===== src/rtl/alu_pkg.sv =====
// rtl/alu_pkg.sv - opcode encodings, one-hot select indices and opcode decode helper
package alu_pkg;

   localparam int SEL_W = 6;

   localparam logic [4:0] OP_ADD = 5'b00000;
   localparam logic [4:0] OP_SUB = 5'b00001;
   localparam logic [4:0] OP_AND = 5'b00010;
   localparam logic [4:0] OP_OR  = 5'b00011;
   localparam logic [4:0] OP_SLL = 5'b00100;
   localparam logic [4:0] OP_SRA = 5'b00101;

   localparam int SEL_ADD = 0;
   localparam int SEL_SUB = 1;
   localparam int SEL_AND = 2;
   localparam int SEL_OR  = 3;
   localparam int SEL_SLL = 4;
   localparam int SEL_SRA = 5;

   // Skid buffer occupancy
   typedef enum logic [1:0] {
      OCC_EMPTY = 2'd0,
      OCC_ONE   = 2'd1,
      OCC_FULL  = 2'd2
   } occ_e;

   // Opcode to one-hot unit select; unknown opcodes give all-zero
   function automatic logic [SEL_W-1:0] decode_sel(input logic [4:0] opcode);
      logic [SEL_W-1:0] s;
      s = '0;
      case (opcode)
         OP_ADD:  s[SEL_ADD] = 1'b1;
         OP_SUB:  s[SEL_SUB] = 1'b1;
         OP_AND:  s[SEL_AND] = 1'b1;
         OP_OR:   s[SEL_OR]  = 1'b1;
         OP_SLL:  s[SEL_SLL] = 1'b1;
         OP_SRA:  s[SEL_SRA] = 1'b1;
         default: s = '0;
      endcase
      return s;
   endfunction

endpackage


===== src/rtl/alu_operand_stage_if.sv =====
// rtl/alu_operand_stage_if.sv - upstream and ALU-side handshake bundle for the operand stage
interface alu_operand_stage_if
   import alu_pkg::*;
#(
   parameter int WIDTH = 32,
   parameter int CNT_W = 16
);
   logic             in_valid;
   logic             in_ready;
   logic [WIDTH-1:0] data_operandA;
   logic [WIDTH-1:0] data_operandB;
   logic [4:0]       ctrl_ALUopcode;
   logic [4:0]       ctrl_shiftamt;
   logic             out_valid;
   logic             out_ready;
   logic [WIDTH-1:0] opA;
   logic [WIDTH-1:0] opB;
   logic [WIDTH-1:0] opB_add;
   logic             cin;
   logic [SEL_W-1:0] sel;
   logic [4:0]       shamt;
   logic             illegal;
   logic [CNT_W-1:0] issued_count;

   // Environment side: issues operations and consumes results
   modport master (
      output in_valid, data_operandA, data_operandB, ctrl_ALUopcode, ctrl_shiftamt, out_ready,
      input  in_ready, out_valid, opA, opB, opB_add, cin, sel, shamt, illegal, issued_count
   );

   // Stage side
   modport slave (
      input  in_valid, data_operandA, data_operandB, ctrl_ALUopcode, ctrl_shiftamt, out_ready,
      output in_ready, out_valid, opA, opB, opB_add, cin, sel, shamt, illegal, issued_count
   );
endinterface


===== src/rtl/alu_op_decode.sv =====
// rtl/alu_op_decode.sv - opcode to unit select, carry-in and adder operand B conditioning
module alu_op_decode
   import alu_pkg::*;
#(
   parameter int WIDTH = 32
) (
   input  logic [4:0]       i_opcode,
   input  logic [WIDTH-1:0] i_opb,
   output logic [SEL_W-1:0] o_sel,
   output logic             o_illegal,
   output logic             o_cin,
   output logic [WIDTH-1:0] o_opb_add
);

   assign o_sel     = decode_sel(i_opcode);
   assign o_illegal = ~|o_sel;
   // SUB is done on the adder as A + ~B + 1
   assign o_cin     = (i_opcode == OP_SUB);
   assign o_opb_add = o_cin ? ~i_opb : i_opb;

endmodule


===== src/rtl/alu_operand_stage.sv =====
// rtl/alu_operand_stage.sv - registered 2-entry skid issue stage feeding the ALU units
module alu_operand_stage
   import alu_pkg::*;
#(
   parameter int WIDTH = 32,
   parameter int CNT_W = 16
) (
   input  logic                  clock,
   input  logic                  resetn,
   alu_operand_stage_if.slave    bus
);

   occ_e             r_occ;
   occ_e             w_occ_nxt;
   logic             r_in_ready;
   logic             r_out_valid;
   logic [CNT_W-1:0] r_cnt;

   logic             w_acc;
   logic             w_con;
   logic             w_wr_head;
   logic             w_wr_tail;
   logic             w_shift;

   logic [SEL_W-1:0] w_sel;
   logic             w_illegal;
   logic             w_cin;
   logic [WIDTH-1:0] w_opb_add;

   // Head entry drives the ALU; tail holds the skid entry
   logic [WIDTH-1:0] r_head_opa, r_head_opb, r_head_opb_add;
   logic             r_head_cin, r_head_illegal;
   logic [SEL_W-1:0] r_head_sel;
   logic [4:0]       r_head_shamt;
   logic [WIDTH-1:0] r_tail_opa, r_tail_opb, r_tail_opb_add;
   logic             r_tail_cin, r_tail_illegal;
   logic [SEL_W-1:0] r_tail_sel;
   logic [4:0]       r_tail_shamt;

   assign w_acc = bus.in_valid & r_in_ready;
   assign w_con = r_out_valid & bus.out_ready;

   alu_op_decode #(.WIDTH(WIDTH)) u_decode (
      .i_opcode  (bus.ctrl_ALUopcode),
      .i_opb     (bus.data_operandB),
      .o_sel     (w_sel),
      .o_illegal (w_illegal),
      .o_cin     (w_cin),
      .o_opb_add (w_opb_add)
   );

   // Occupancy state register with registered ready/valid derived from next occupancy
   always_ff @(posedge clock or negedge resetn) begin
      if (!resetn) begin
         r_occ       <= OCC_EMPTY;
         r_in_ready  <= 1'b1;
         r_out_valid <= 1'b0;
      end else begin
         r_occ       <= w_occ_nxt;
         r_in_ready  <= (w_occ_nxt != OCC_FULL);
         r_out_valid <= (w_occ_nxt != OCC_EMPTY);
      end
   end

   // Next occupancy and which storage slot is written this cycle
   always_comb begin
      w_occ_nxt = r_occ;
      w_wr_head = 1'b0;
      w_wr_tail = 1'b0;
      w_shift   = 1'b0;
      case (r_occ)
         OCC_EMPTY: begin
            if (w_acc) begin
               w_wr_head = 1'b1;
               w_occ_nxt = OCC_ONE;
            end
         end
         OCC_ONE: begin
            if (w_acc && w_con) begin
               w_wr_head = 1'b1;
            end else if (w_acc) begin
               w_wr_tail = 1'b1;
               w_occ_nxt = OCC_FULL;
            end else if (w_con) begin
               w_occ_nxt = OCC_EMPTY;
            end
         end
         OCC_FULL: begin
            if (w_con) begin
               w_shift   = 1'b1;
               w_occ_nxt = OCC_ONE;
            end
         end
         default: w_occ_nxt = OCC_EMPTY;
      endcase
   end

   // Head entry: refilled from the skid slot or directly from the decoded input
   always_ff @(posedge clock or negedge resetn) begin
      if (!resetn) begin
         r_head_opa     <= '0;
         r_head_opb     <= '0;
         r_head_opb_add <= '0;
         r_head_cin     <= 1'b0;
         r_head_sel     <= '0;
         r_head_shamt   <= '0;
         r_head_illegal <= 1'b0;
      end else if (w_shift) begin
         r_head_opa     <= r_tail_opa;
         r_head_opb     <= r_tail_opb;
         r_head_opb_add <= r_tail_opb_add;
         r_head_cin     <= r_tail_cin;
         r_head_sel     <= r_tail_sel;
         r_head_shamt   <= r_tail_shamt;
         r_head_illegal <= r_tail_illegal;
      end else if (w_wr_head) begin
         r_head_opa     <= bus.data_operandA;
         r_head_opb     <= bus.data_operandB;
         r_head_opb_add <= w_opb_add;
         r_head_cin     <= w_cin;
         r_head_sel     <= w_sel;
         r_head_shamt   <= bus.ctrl_shiftamt;
         r_head_illegal <= w_illegal;
      end
   end

   // Skid entry: captures the op accepted while the head is stalled
   always_ff @(posedge clock or negedge resetn) begin
      if (!resetn) begin
         r_tail_opa     <= '0;
         r_tail_opb     <= '0;
         r_tail_opb_add <= '0;
         r_tail_cin     <= 1'b0;
         r_tail_sel     <= '0;
         r_tail_shamt   <= '0;
         r_tail_illegal <= 1'b0;
      end else if (w_wr_tail) begin
         r_tail_opa     <= bus.data_operandA;
         r_tail_opb     <= bus.data_operandB;
         r_tail_opb_add <= w_opb_add;
         r_tail_cin     <= w_cin;
         r_tail_sel     <= w_sel;
         r_tail_shamt   <= bus.ctrl_shiftamt;
         r_tail_illegal <= w_illegal;
      end
   end

   // Count completed output handshakes, wrapping naturally
   always_ff @(posedge clock or negedge resetn) begin
      if (!resetn) begin
         r_cnt <= '0;
      end else if (w_con) begin
         r_cnt <= r_cnt + CNT_W'(1);
      end
   end

   assign bus.in_ready     = r_in_ready;
   assign bus.out_valid    = r_out_valid;
   assign bus.opA          = r_head_opa;
   assign bus.opB          = r_head_opb;
   assign bus.opB_add      = r_head_opb_add;
   assign bus.cin          = r_head_cin;
   assign bus.sel          = r_head_sel;
   assign bus.shamt        = r_head_shamt;
   assign bus.illegal      = r_head_illegal;
   assign bus.issued_count = r_cnt;

endmodule


===== src/flat_wrapper.sv =====
// flat-port wrapper written by rule: the top's interface ports become plain ports
module alu_operand_stage_flat import alu_pkg::*;
#(
   parameter int WIDTH = 32,
   parameter int CNT_W = 16
)
  (clock, resetn, bus_in_valid, bus_data_operandA, bus_data_operandB, bus_ctrl_ALUopcode, bus_ctrl_shiftamt, bus_out_ready, bus_in_ready, bus_out_valid, bus_opA, bus_opB, bus_opB_add, bus_cin, bus_sel, bus_shamt, bus_illegal, bus_issued_count);
  alu_operand_stage_if #(.WIDTH(WIDTH), .CNT_W(CNT_W)) bus_i ();
  input  logic clock;
  input  logic resetn;
  input wire logic [$bits(bus_i.in_valid)-1:0] bus_in_valid;
  input wire logic [$bits(bus_i.data_operandA)-1:0] bus_data_operandA;
  input wire logic [$bits(bus_i.data_operandB)-1:0] bus_data_operandB;
  input wire logic [$bits(bus_i.ctrl_ALUopcode)-1:0] bus_ctrl_ALUopcode;
  input wire logic [$bits(bus_i.ctrl_shiftamt)-1:0] bus_ctrl_shiftamt;
  input wire logic [$bits(bus_i.out_ready)-1:0] bus_out_ready;
  output wire logic [$bits(bus_i.in_ready)-1:0] bus_in_ready;
  output wire logic [$bits(bus_i.out_valid)-1:0] bus_out_valid;
  output wire logic [$bits(bus_i.opA)-1:0] bus_opA;
  output wire logic [$bits(bus_i.opB)-1:0] bus_opB;
  output wire logic [$bits(bus_i.opB_add)-1:0] bus_opB_add;
  output wire logic [$bits(bus_i.cin)-1:0] bus_cin;
  output wire logic [$bits(bus_i.sel)-1:0] bus_sel;
  output wire logic [$bits(bus_i.shamt)-1:0] bus_shamt;
  output wire logic [$bits(bus_i.illegal)-1:0] bus_illegal;
  output wire logic [$bits(bus_i.issued_count)-1:0] bus_issued_count;
  assign bus_i.in_valid = bus_in_valid;
  assign bus_i.data_operandA = bus_data_operandA;
  assign bus_i.data_operandB = bus_data_operandB;
  assign bus_i.ctrl_ALUopcode = bus_ctrl_ALUopcode;
  assign bus_i.ctrl_shiftamt = bus_ctrl_shiftamt;
  assign bus_i.out_ready = bus_out_ready;
  assign bus_in_ready = bus_i.in_ready;
  assign bus_out_valid = bus_i.out_valid;
  assign bus_opA = bus_i.opA;
  assign bus_opB = bus_i.opB;
  assign bus_opB_add = bus_i.opB_add;
  assign bus_cin = bus_i.cin;
  assign bus_sel = bus_i.sel;
  assign bus_shamt = bus_i.shamt;
  assign bus_illegal = bus_i.illegal;
  assign bus_issued_count = bus_i.issued_count;
  alu_operand_stage #(.WIDTH(WIDTH), .CNT_W(CNT_W)) u_core (.clock(clock), .resetn(resetn), .bus(bus_i));
endmodule

===== config.mk =====
export PLATFORM = sky130hd
export DESIGN_NAME = alu_operand_stage_flat
export DESIGN_NICKNAME = d
export VERILOG_FILES = /design/src/rtl/alu_pkg.sv /design/src/rtl/alu_operand_stage_if.sv /design/src/rtl/alu_op_decode.sv /design/src/rtl/alu_operand_stage.sv /design/src/flat_wrapper.sv
export SDC_FILE = /design/constraint.sdc
export NUM_CORES = 1
export LEC_CHECK = 0
export BUFFER_PORTS_ARGS = -buffer_cell sky130_fd_sc_hd__buf_4
export CELL_PAD_IN_SITES_DETAIL_PLACEMENT = 0
export CELL_PAD_IN_SITES_GLOBAL_PLACEMENT = 1
export CORE_ASPECT_RATIO = 0.5
export CORE_MARGIN = 2
export CORE_UTILIZATION = 40
export CTS_CLUSTER_DIAMETER = 200
export DETAILED_ROUTE_END_ITERATION = 16
export PLACE_DENSITY_LB_ADDON = 0.1
export SKIP_LAST_GASP = 1
export SLEW_MARGIN = 5
export SYNTH_ARGS = -nofsm -noshare
export SYNTH_HDL_FRONTEND = slang
export SYNTH_HIERARCHICAL = 1
export SYNTH_SLANG_ARGS = --single-unit
export TNS_END_PERCENT = 100

===== constraint.sdc =====
create_clock -name clock -period 2 [get_ports clock]
set_input_delay 0.1 -clock clock [delete_from_list [all_inputs] [get_ports clock]]
set_output_delay 0.1 -clock clock [all_outputs]
set_load 0.01 [all_outputs]

After elaboration in Yosys (flattened, before gate mapping). Index checks and enable logic that the tools add are counted. Widths: inputs -> output; s select.

Register bits after elaboration: 238. Input port bits: 78. Output and inout bits: 127. Word-level logic and storage cells: 71.

$add $sub $neg: 1. Equality and inequality tests: 8. Muxes and demuxes: 34. Bitwise logic cells: 3. Reductions and logical operators: 7.

Operators by type and width (count): $mux 32 (7); $not 32->32 (1); $add 16x1->16 const B (1); $mux 1 (16); $mux 6 (2); $eq 5x2->1 const B (2); $eq 5x3->1 const B (2); $mux 2 (5); $mux 5 (2); $pmux 2 s3 (1); $reduce_or 6->1 (1); $eq 5x1->1 const B (1); $logic_not 5->1 (1); $reduce_bool 2->1 (2); $and 1x1->1 (2); $eq 2x1->1 const B (1); $eq 2x2->1 const B (1); $logic_not 2->1 (1); $ne 2x2->1 const B (1); $pmux 1 s2 (1); $logic_and 1x1->1 (1); $logic_not 1->1 (1).

Longest topological paths before layout. Gate-level depths: netlist of run 1.

Depth in word-level cells: 6. Gate-level depth with buffers: 7.

Cells and area by module. Netlist of run 1, hierarchy kept.

By module, submodules not included: alu_operand_stage (instances 1, cells an instance 783, area each 9893.2 sq um, seq. area each 5957.0 sq um); alu_op_decode (instances 1, cells an instance 47, area each 446.7 sq um, seq. area each 0.0 sq um).

Least setup slack after synthesis of run 1. No wires, ideal clock.

Path type: reg2reg. Start point: register u_core.r_out_valid (netlist: u_core/bus.out_valid). End point: register u_core.r_tail_opa[0]. Setup time: 125 ps. Arrival: 1443 ps. Required time: 1875 ps. Slack: 433 ps. Cell stages (with the launch flop): 6. Path buffers: 2. Clock period less this slack: 1567 ps. Cell sequence: dfrtp_1 -> nand2_1 -> nand3_1 -> buf_2 -> buf_4 -> mux2_2.

Longest elaborated chain between the ends: 4.

RTL lines: from (decl) (RTL line alu_operand_stage.sv:16) `logic r_out_valid;`; from (signal assigned) (RTL line alu_operand_stage.sv:61) `r_out_valid <= (w_occ_nxt != OCC_EMPTY);`; $and 1x1->1 (RTL line alu_operand_stage.sv:41) `assign w_con = r_out_valid & bus.out_ready;`; $logic_and 1x1->1 (RTL line alu_operand_stage.sv:79) `if (w_acc && w_con) begin`; $mux 1 (RTL line alu_operand_stage.sv:79); $mux 1 (RTL line alu_operand_stage.sv:71) `case (r_occ)`; to (signal assigned) (RTL line alu_operand_stage.sv:138) `r_tail_opa <= bus.data_operandA;`; to (decl) (RTL line alu_operand_stage.sv:35) `logic [WIDTH-1:0] r_tail_opa, r_tail_opb, r_tail_opb_add;`.

Every way passes these cells. A chain may end at the register's enable or synchronous reset.

Final worst setup path of run 1.
Start point: register u_core.r_in_ready (netlist: u_core/bus.in_ready). End point: register u_core.r_tail_shamt[0].

Longest elaborated chain between the ends: 4. Elaborated cells between the ends (all ways): 5. Classes of those cells: mux (3); bitwise (1); reduce/logical (1).

RTL lines: from (decl) (RTL line alu_operand_stage.sv:15) `logic r_in_ready;`; from (signal assigned) (RTL line alu_operand_stage.sv:60) `r_in_ready <= (w_occ_nxt != OCC_FULL);`; $and 1x1->1 (*) (RTL line alu_operand_stage.sv:40) `assign w_acc = bus.in_valid & r_in_ready;`; $mux 1 or $logic_and 1x1->1 (tied branches) (RTL line alu_operand_stage.sv:81, alu_operand_stage.sv:79); $mux 1 (*) (RTL line alu_operand_stage.sv:79); $mux 1 (*) (RTL line alu_operand_stage.sv:71); to (signal assigned) (RTL line alu_operand_stage.sv:143) `r_tail_shamt <= bus.ctrl_shiftamt;`; to (decl) (RTL line alu_operand_stage.sv:38) `logic [4:0] r_tail_shamt;`.

Mark *: on every way between the ends. The rest lies on a longest branch, timed or not.

==> impl_metrics.json, run 1 <==
{
  "grt_max_degree": 71,
  "holdCritPathClass": "in2reg",
  "ir_drop_mv": 0.6477,
  "fin_cells": 1466,
  "swShare_pct": 33.20,
  "worst_slew_pin_slew_ps": 488.2,
  "synth.distinct_cells": 38,
  "rsz0062_at_grt": "no",
  "drt_iter0_drc": 353,
  "crit_buf_inv": 1,
  "cp_top_family": "flip-flops",
  "wl_per_cell_um": 16.00,
  "cts-root-buf": "clkbuf_16",
  "crit_chain": "nand2_1 > nor2_1 > nand3_4 > buf_12 > mux2_2",
  "vias": 7091,
  "p_switching_uw": 6843,
  "synth_area_um2": 10340,
  "setup_violations": 0,
  "grt_use_total_pct": 17.45,
  "cts_tree": "yes",
  "required_ps": 2390,
  "cts_resized": 0,
  "slowest_stage": "dfstp_2",
  "cap_viol_max_count": 0,
  "htree_levels": 1,
  "fmax_mhz": 562.0,
  "clk_pin_slew_ps": 60,
  "end_kind": "flip-flop",
  "die-area_um2": 27230,
  "relSlewSlack_pct": 67.18,
  "path_class": "reg2reg",
  "post_cts_buffers": 0,
  "synthCells": 830,
  "antennaDiodeCount": 0,
  "antenna_found_initial": 0,
  "finalMaxSlewViolations": 0,
  "seqPwrFrac_pct": 40.7,
  "intPower_uw": 13770,
  "hold_viol": 0,
  "die_x_um": 231.4,
  "cpPeakStageDelay_ps": 550,
  "yosys_register_bits": 238,
  "portBuffers": 204,
  "drc": 0,
  "cts_buffers": 23,
  "num_rows": 41,
  "dr.pass1.iters": 7,
  "nets": 1187,
  "ant_nets": 0,
  "p_leak_uw": 0.006922,
  "powerDensity_nw_per_um2": 1482,
  "period_share_pct": 88.97,
  "outcome": "finished clean",
  "grt_pass1_vias": 7202,
  "clk_latency_ps": 520,
  "synth_warnings": 6,
  "setup-tns-final_ps": 0,
  "synth_fp_nets": 909,
  "syn_avg_cell_area_um2": 12.46,
  "vias_per_cell": 4.837,
  "gp_congestion": 0.7353,
  "dp_hpwl_um": 15250,
  "power_frac_comb_pct": 38.2,
  "core_um2": 25290,
  "cp_max_fo": 30,
  "dieHeight_um": 117.7,
  "fin_area_um2": 13910,
  "drt-total-wl_um": 23460,
  "final_cell_mix": "dfrtp_1 (237), buf_4 (212), nor2_1 (113)",
  "grt_overflow": 0,
  "final.setup_skew_ps": 15.93,
  "grt_pass1_wl_um": 38540,
  "min_period_ps": 1779,
  "final_core_util_pct": 54.99,
  "final_common_cell": "dfrtp_1",
  "clk_path_buf_depth": 3,
  "startpoint_type": "flip-flop",
  "initial_core_util_pct": 40.88,
  "place_area_um2": 12420,
  "synth.yosys.seq_area_share_pct": 57.61,
  "drive_gt1_share_pct": 33.96,
  "io_pins": 205,
  "cp.arrival_ps": 2170,
  "dp_cells": 1352,
  "cts_sinks": 238,
  "syn2layout_area_growth_pct": 34.51,
  "clkPwrFrac_pct": 21.1
}
## kinds of logic (layout without fill, tap and decap cells)
| logic type | count (synthesis) | in the layout | share of synthesized area [%] |
|---|---|---|---|
| compound gates | 116 | 116 | 5.748 |
| simple gates | 156 | 156 | 6.607 |
| fa+ha+maj | 1 | 1 | 0.1210 |
| mux | 218 | 218 | 22.42 |
| flops | 238 | 238 | 57.61 |
| xor+xnor | 47 | 47 | 4.054 |
| buf+inv | 54 | 346 | 3.437 |
## metal layers
metal / wire (µm) / part of all wire, % / GRT usage (%) / vias to the layer above
met2: 11190 / 48 / 28.57 / 102
met3: 1044 / 4.5 / 4.142 / 21
met5: 0 / 0 / 0 / -
li1: - / - / - / 3450
met4: 296 / 1.3 / 3.347 / 0
met1: 10930 / 47 / 23.76 / 3518
## worst paths after layout
| check | start | depth (start not counted) | endpoint | slack, ps |
|---|---|---|---|---|
| setup / recovery | u_core/bus.in_ready | 5 | u_core/r_tail_shamt[0] | 220 |
| min in group asynchronous | resetn | 2 | u_core/bus.opA[28] | 80 |
| hold / removal | bus_out_ready | 3 | u_core/bus.issued_count[2] | 50 |
| setup reg to reg | u_core/bus.in_ready | 5 | u_core/r_tail_shamt[0] | 220 |
| hold reg to reg | u_core/bus.issued_count[15] | 1 | u_core/bus.issued_count[15] | 490 |
| max in group asynchronous | resetn | 3 | u_core/r_tail_opa[7] | 1250 |
## power by group through the flow
stage	registers, µW	clock network [µW]	logic [µW]
floorplan	8750	0	4090
global placement	8400	0	7700
detailed placement	8480	0	7870
CTS	8410	4530	7990
global route	8690	4730	8620
finish	8380	4350	7870
## registers in the layout, summed over array words and instances, names as in the netlist, 5 cells and up
signal and cells:
u_core/bus.issued_count 16, u_core/r_tail_sel 6, u_core/bus.opB_add 32, u_core/bus.opB 32
u_core/bus.shamt 5, u_core/r_tail_opb 32, u_core/r_tail_opb_add 32, u_core/r_tail_opa 32
u_core/r_tail_shamt 5, u_core/bus.sel 6, u_core/bus.opA 32
## area by class of cell
class	count	area (µm²)
clock buffer	35	690.7
fill	2276	11380
multi-input combinational	538	4058
sequential	238	5957
tap	344	430.4
timing repair buffer	306	2718
inverter	1	3.754
clock inverter	4	51.30
## Yosys cell counts (all sizes together)
| cell | count | area [µm²] |
|---|---|---|
| and3 | 3 | 18.77 |
| and3b | 1 | 8.760 |
| mux2 | 109 | 1227 |
| and4b | 2 | 20.02 |
| nor2b | 1 | 6.260 |
| a21boi | 1 | 7.510 |
| inv | 1 | 3.750 |
| o21a | 1 | 7.510 |
| a21oi | 109 | 545.5 |
| a21o | 1 | 7.510 |
| xor2 | 37 | 331.6 |
| nand4 | 4 | 25.02 |
| mux2i | 109 | 1091 |
| dfstp | 1 | 26.28 |
| xnor2 | 10 | 87.58 |
| nand3b | 1 | 7.510 |
| o211ai | 1 | 7.510 |
| nand2 | 14 | 52.55 |
| nor3 | 2 | 10.01 |
| buf | 53 | 351.6 |
| nand3 | 6 | 30.03 |
| ha | 1 | 12.51 |
| nor2 | 114 | 435.4 |
| and2 | 2 | 12.51 |
| nor4 | 2 | 18.77 |
| dfrtp | 237 | 5931 |
| o221ai | 1 | 8.760 |
| nor4bb | 1 | 10.01 |
| o21ai | 2 | 10.01 |
| nand4b | 1 | 8.760 |
| nand2b | 1 | 6.260 |
| and4bb | 1 | 12.51 |
## tightest hold or removal path, delay by kind of cell
family | cells | cell delay (ps)
buffers and inverters | 1 | 130
AND/OR/NAND/NOR | 1 | 200
XOR/XNOR | 1 | 90
## timing repair
action                                  in CTS  in global routing
endpoints found under the setup margin       0                  1
hold endpoints to repair                   401                  0
hold buffers                                76                  0
## through the flow
stage	hold WS [ps]	worst slack, ps	power [µW]
final	52.51	220.6	20610
after global routing	36.88	111.9	22050
after CTS	22.64	16.87	20930
after detailed placement	33.02	205.1	16340
after global placement	31.19	251.5	16100
after floorplan	-195.6	432.7	12840
Power figures use the tool's default switching activity.
==> run 2, diff against run 1 <==
- GPL_TIMING_DRIVEN: not set -> 0
==> impl_metrics.json, run 2 (same netlist as run 1, synthesis figures left out) <==
{
  "outcome": "finished clean",
  "relSlewSlack_pct": 59.67,
  "grt_use_total_pct": 19.67,
  "required_ps": 2410,
  "final_cell_mix": "dfrtp_1 (237), buf_4 (218), nor2_1 (113)",
  "finalMaxSlewViolations": 0,
  "cp_common_cell": "dlygate4sd3_1",
  "hold_viol": 0,
  "ir_drop_mv": 0.7080,
  "antennaDiodeCount": 0,
  "holdCritPathClass": "in2reg",
  "grt_overflow": 0,
  "drive_gt1_share_pct": 35.38,
  "worstHoldEndpoint": "u_core/bus.sel[2]",
  "min_period_ps": 1926,
  "nFillCells": 2226,
  "cp_top_family": "buffers and inverters",
  "grt_pass1_wl_um": 42650,
  "clk_pin_slew_ps": 60,
  "end_kind": "flip-flop",
  "fmax_mhz": 519.3,
  "cp_max_fo": 2,
  "fin_cells": 1500,
  "core_um2": 25290,
  "io_pins": 205,
  "die_x_um": 231.4,
  "antenna_found_initial": 0,
  "dr.pass1.iters": 6,
  "cts-root-buf": "clkbuf_16",
  "die-area_um2": 27230,
  "setup_violations": 0,
  "clk_latency_ps": 520,
  "dp_hpwl_um": 17720,
  "ant_nets": 0,
  "num_rows": 41,
  "crit_buf_inv": 4,
  "period_share_pct": 96.29,
  "drt-total-wl_um": 26350,
  "grt_pass1_vias": 7713,
  "drc": 0,
  "wl_per_cell_um": 17.57,
  "syn2layout_area_growth_pct": 34.50,
  "dieHeight_um": 117.7,
  "r2r-start": "u_core/bus.in_ready",
  "finalPower_uw": 20950,
  "cp.arrival_ps": 2330,
  "cts_tree": "yes",
  "powerDensity_nw_per_um2": 1506,
  "cap_viol_max_count": 0,
  "cts_buffers": 24,
  "rr_endpoint": "u_core/bus.opB[23]",
  "reg2reg_setup_slack_ps": 140,
  "p_leak_uw": 0.006981,
  "cts_sinks": 238,
  "path_class": "in2reg",
  "initial_core_util_pct": 40.88,
  "crit_chain": "dlygate4sd3_1 > buf_4 > nor2_4 > dlygate4sd3_1 > nand2_1 > dlygate4sd3_1 > mux2_2",
  "htree_levels": 1,
  "timing.hold.worst.start": "bus_ctrl_ALUopcode[2]",
  "vias": 7314,
  "final_common_cell": "dfrtp_1",
  "slowest_stage": "dlygate4sd3_1",
  "rsz0062_at_grt": "no",
  "portBuffers": 204,
  "dp_cells": 1380,
  "whs_path_depth": 4,
  "final.setup_skew_ps": 9.921,
  "cpPeakStageDelay_ps": 560,
  "startpoint_type": "input port",
  "drt_iter0_drc": 343,
  "gp_congestion": 0.7400,
  "grt_max_degree": 106,
  "vias_per_cell": 4.876,
  "rr_worst_depth": 6,
  "nets": 1217,
  "worst_slew_pin_slew_ps": 599.5,
  "clk_path_buf_depth": 3
}
run 2: cell count changes in the layout (fill, tap and decap cells not counted), sizes merged:
cell,delta
buf,+27
clkbuf,+4
clkinv,+3
run 2: worst max-delay path by stage:
stage,slack (ps),cells after the start,endpoint,start
2_1_floorplan,430,5,u_core/r_tail_opa[0],u_core/bus.out_valid
3_3_place_gp,-1150,1,u_core/bus.opB_add[6],resetn
3_5_place_dp,50,5,u_core/r_tail_opb[10],u_core/bus.out_valid
4_1_cts,40,5,u_core/r_tail_opa[24],u_core/bus.out_valid
5_1_grt,10,5,u_core/bus.issued_count[12],u_core/bus.issued_count[0]
6_report,70,7,u_core/r_tail_illegal,bus_ctrl_ALUopcode[3]
run 2: repair_timing:
action	CTS	global route
endpoints found under the setup margin	0	110
buffers inserted	0	1
hold endpoints to repair	399	0
gates resized for setup	0	2
hold buffers	75	0
run 2: metal layers:
metal | vias up | global-route usage (%) | part of all wire (%)
met1 | 3661 | 27.73 | 47
met3 | 26 | 4.409 | 4.6
met5 | - | 0 | 0
li1 | 3503 | - | -
met4 | 0 | 3.427 | 1.5
met2 | 124 | 31.46 | 47
run 2: final cells by class:
| type | instances | area (µm²) | area share [%] |
|---|---|---|---|
| Inverter | 1 | 3.754 | 0.02699 |
| Clock buffer | 37 | 710.7 | 5.110 |
| Timing Repair Buffer | 282 | 2352 | 16.91 |
| Multi-Input combinational cell | 538 | 4028 | 28.96 |
| Tap cell | 344 | 430.4 | 3.095 |
| Sequential cell | 238 | 5957 | 42.83 |
| Buffer | 53 | 356.6 | 2.564 |
| Clock inverter | 7 | 68.82 | 0.4948 |
run 2: worst register-to-register path: stages, from the launching register on:
cell	delay, ps
dfstp_2	560
nand4_1	120
o221ai_1	220
clkbuf_4	290
buf_4	240
buf_4	230
a21oi_1	100
run 2: power breakdown:
group,internal (µW),switching [µW],leakage (µW)
Sequential,7130,1280,0.00277
Combinational,4010,4030,0.00383
Clock,2590,1910,0.000382
run 2: metrics by stage:
| step | cell area [µm²] | util [%] | setup slack [ps] | setup TNS (ps) | hold WS [ps] |
|---|---|---|---|---|---|
| CTS | 13890 | 54.94 | 38.38 | 0 | 1.748 |
| global placement | 12300 | 48.64 | -1147 | -264650 | 343.8 |
| finish | 13910 | 54.99 | 74.27 | 0 | 13.55 |
| detailed placement | 12360 | 48.89 | 49.86 | 0 | -12.18 |
| floorplan | 10340 | - | 432.7 | 0 | -195.6 |
| global route | 13910 | 54.99 | 9.662 | 0 | 36.48 |
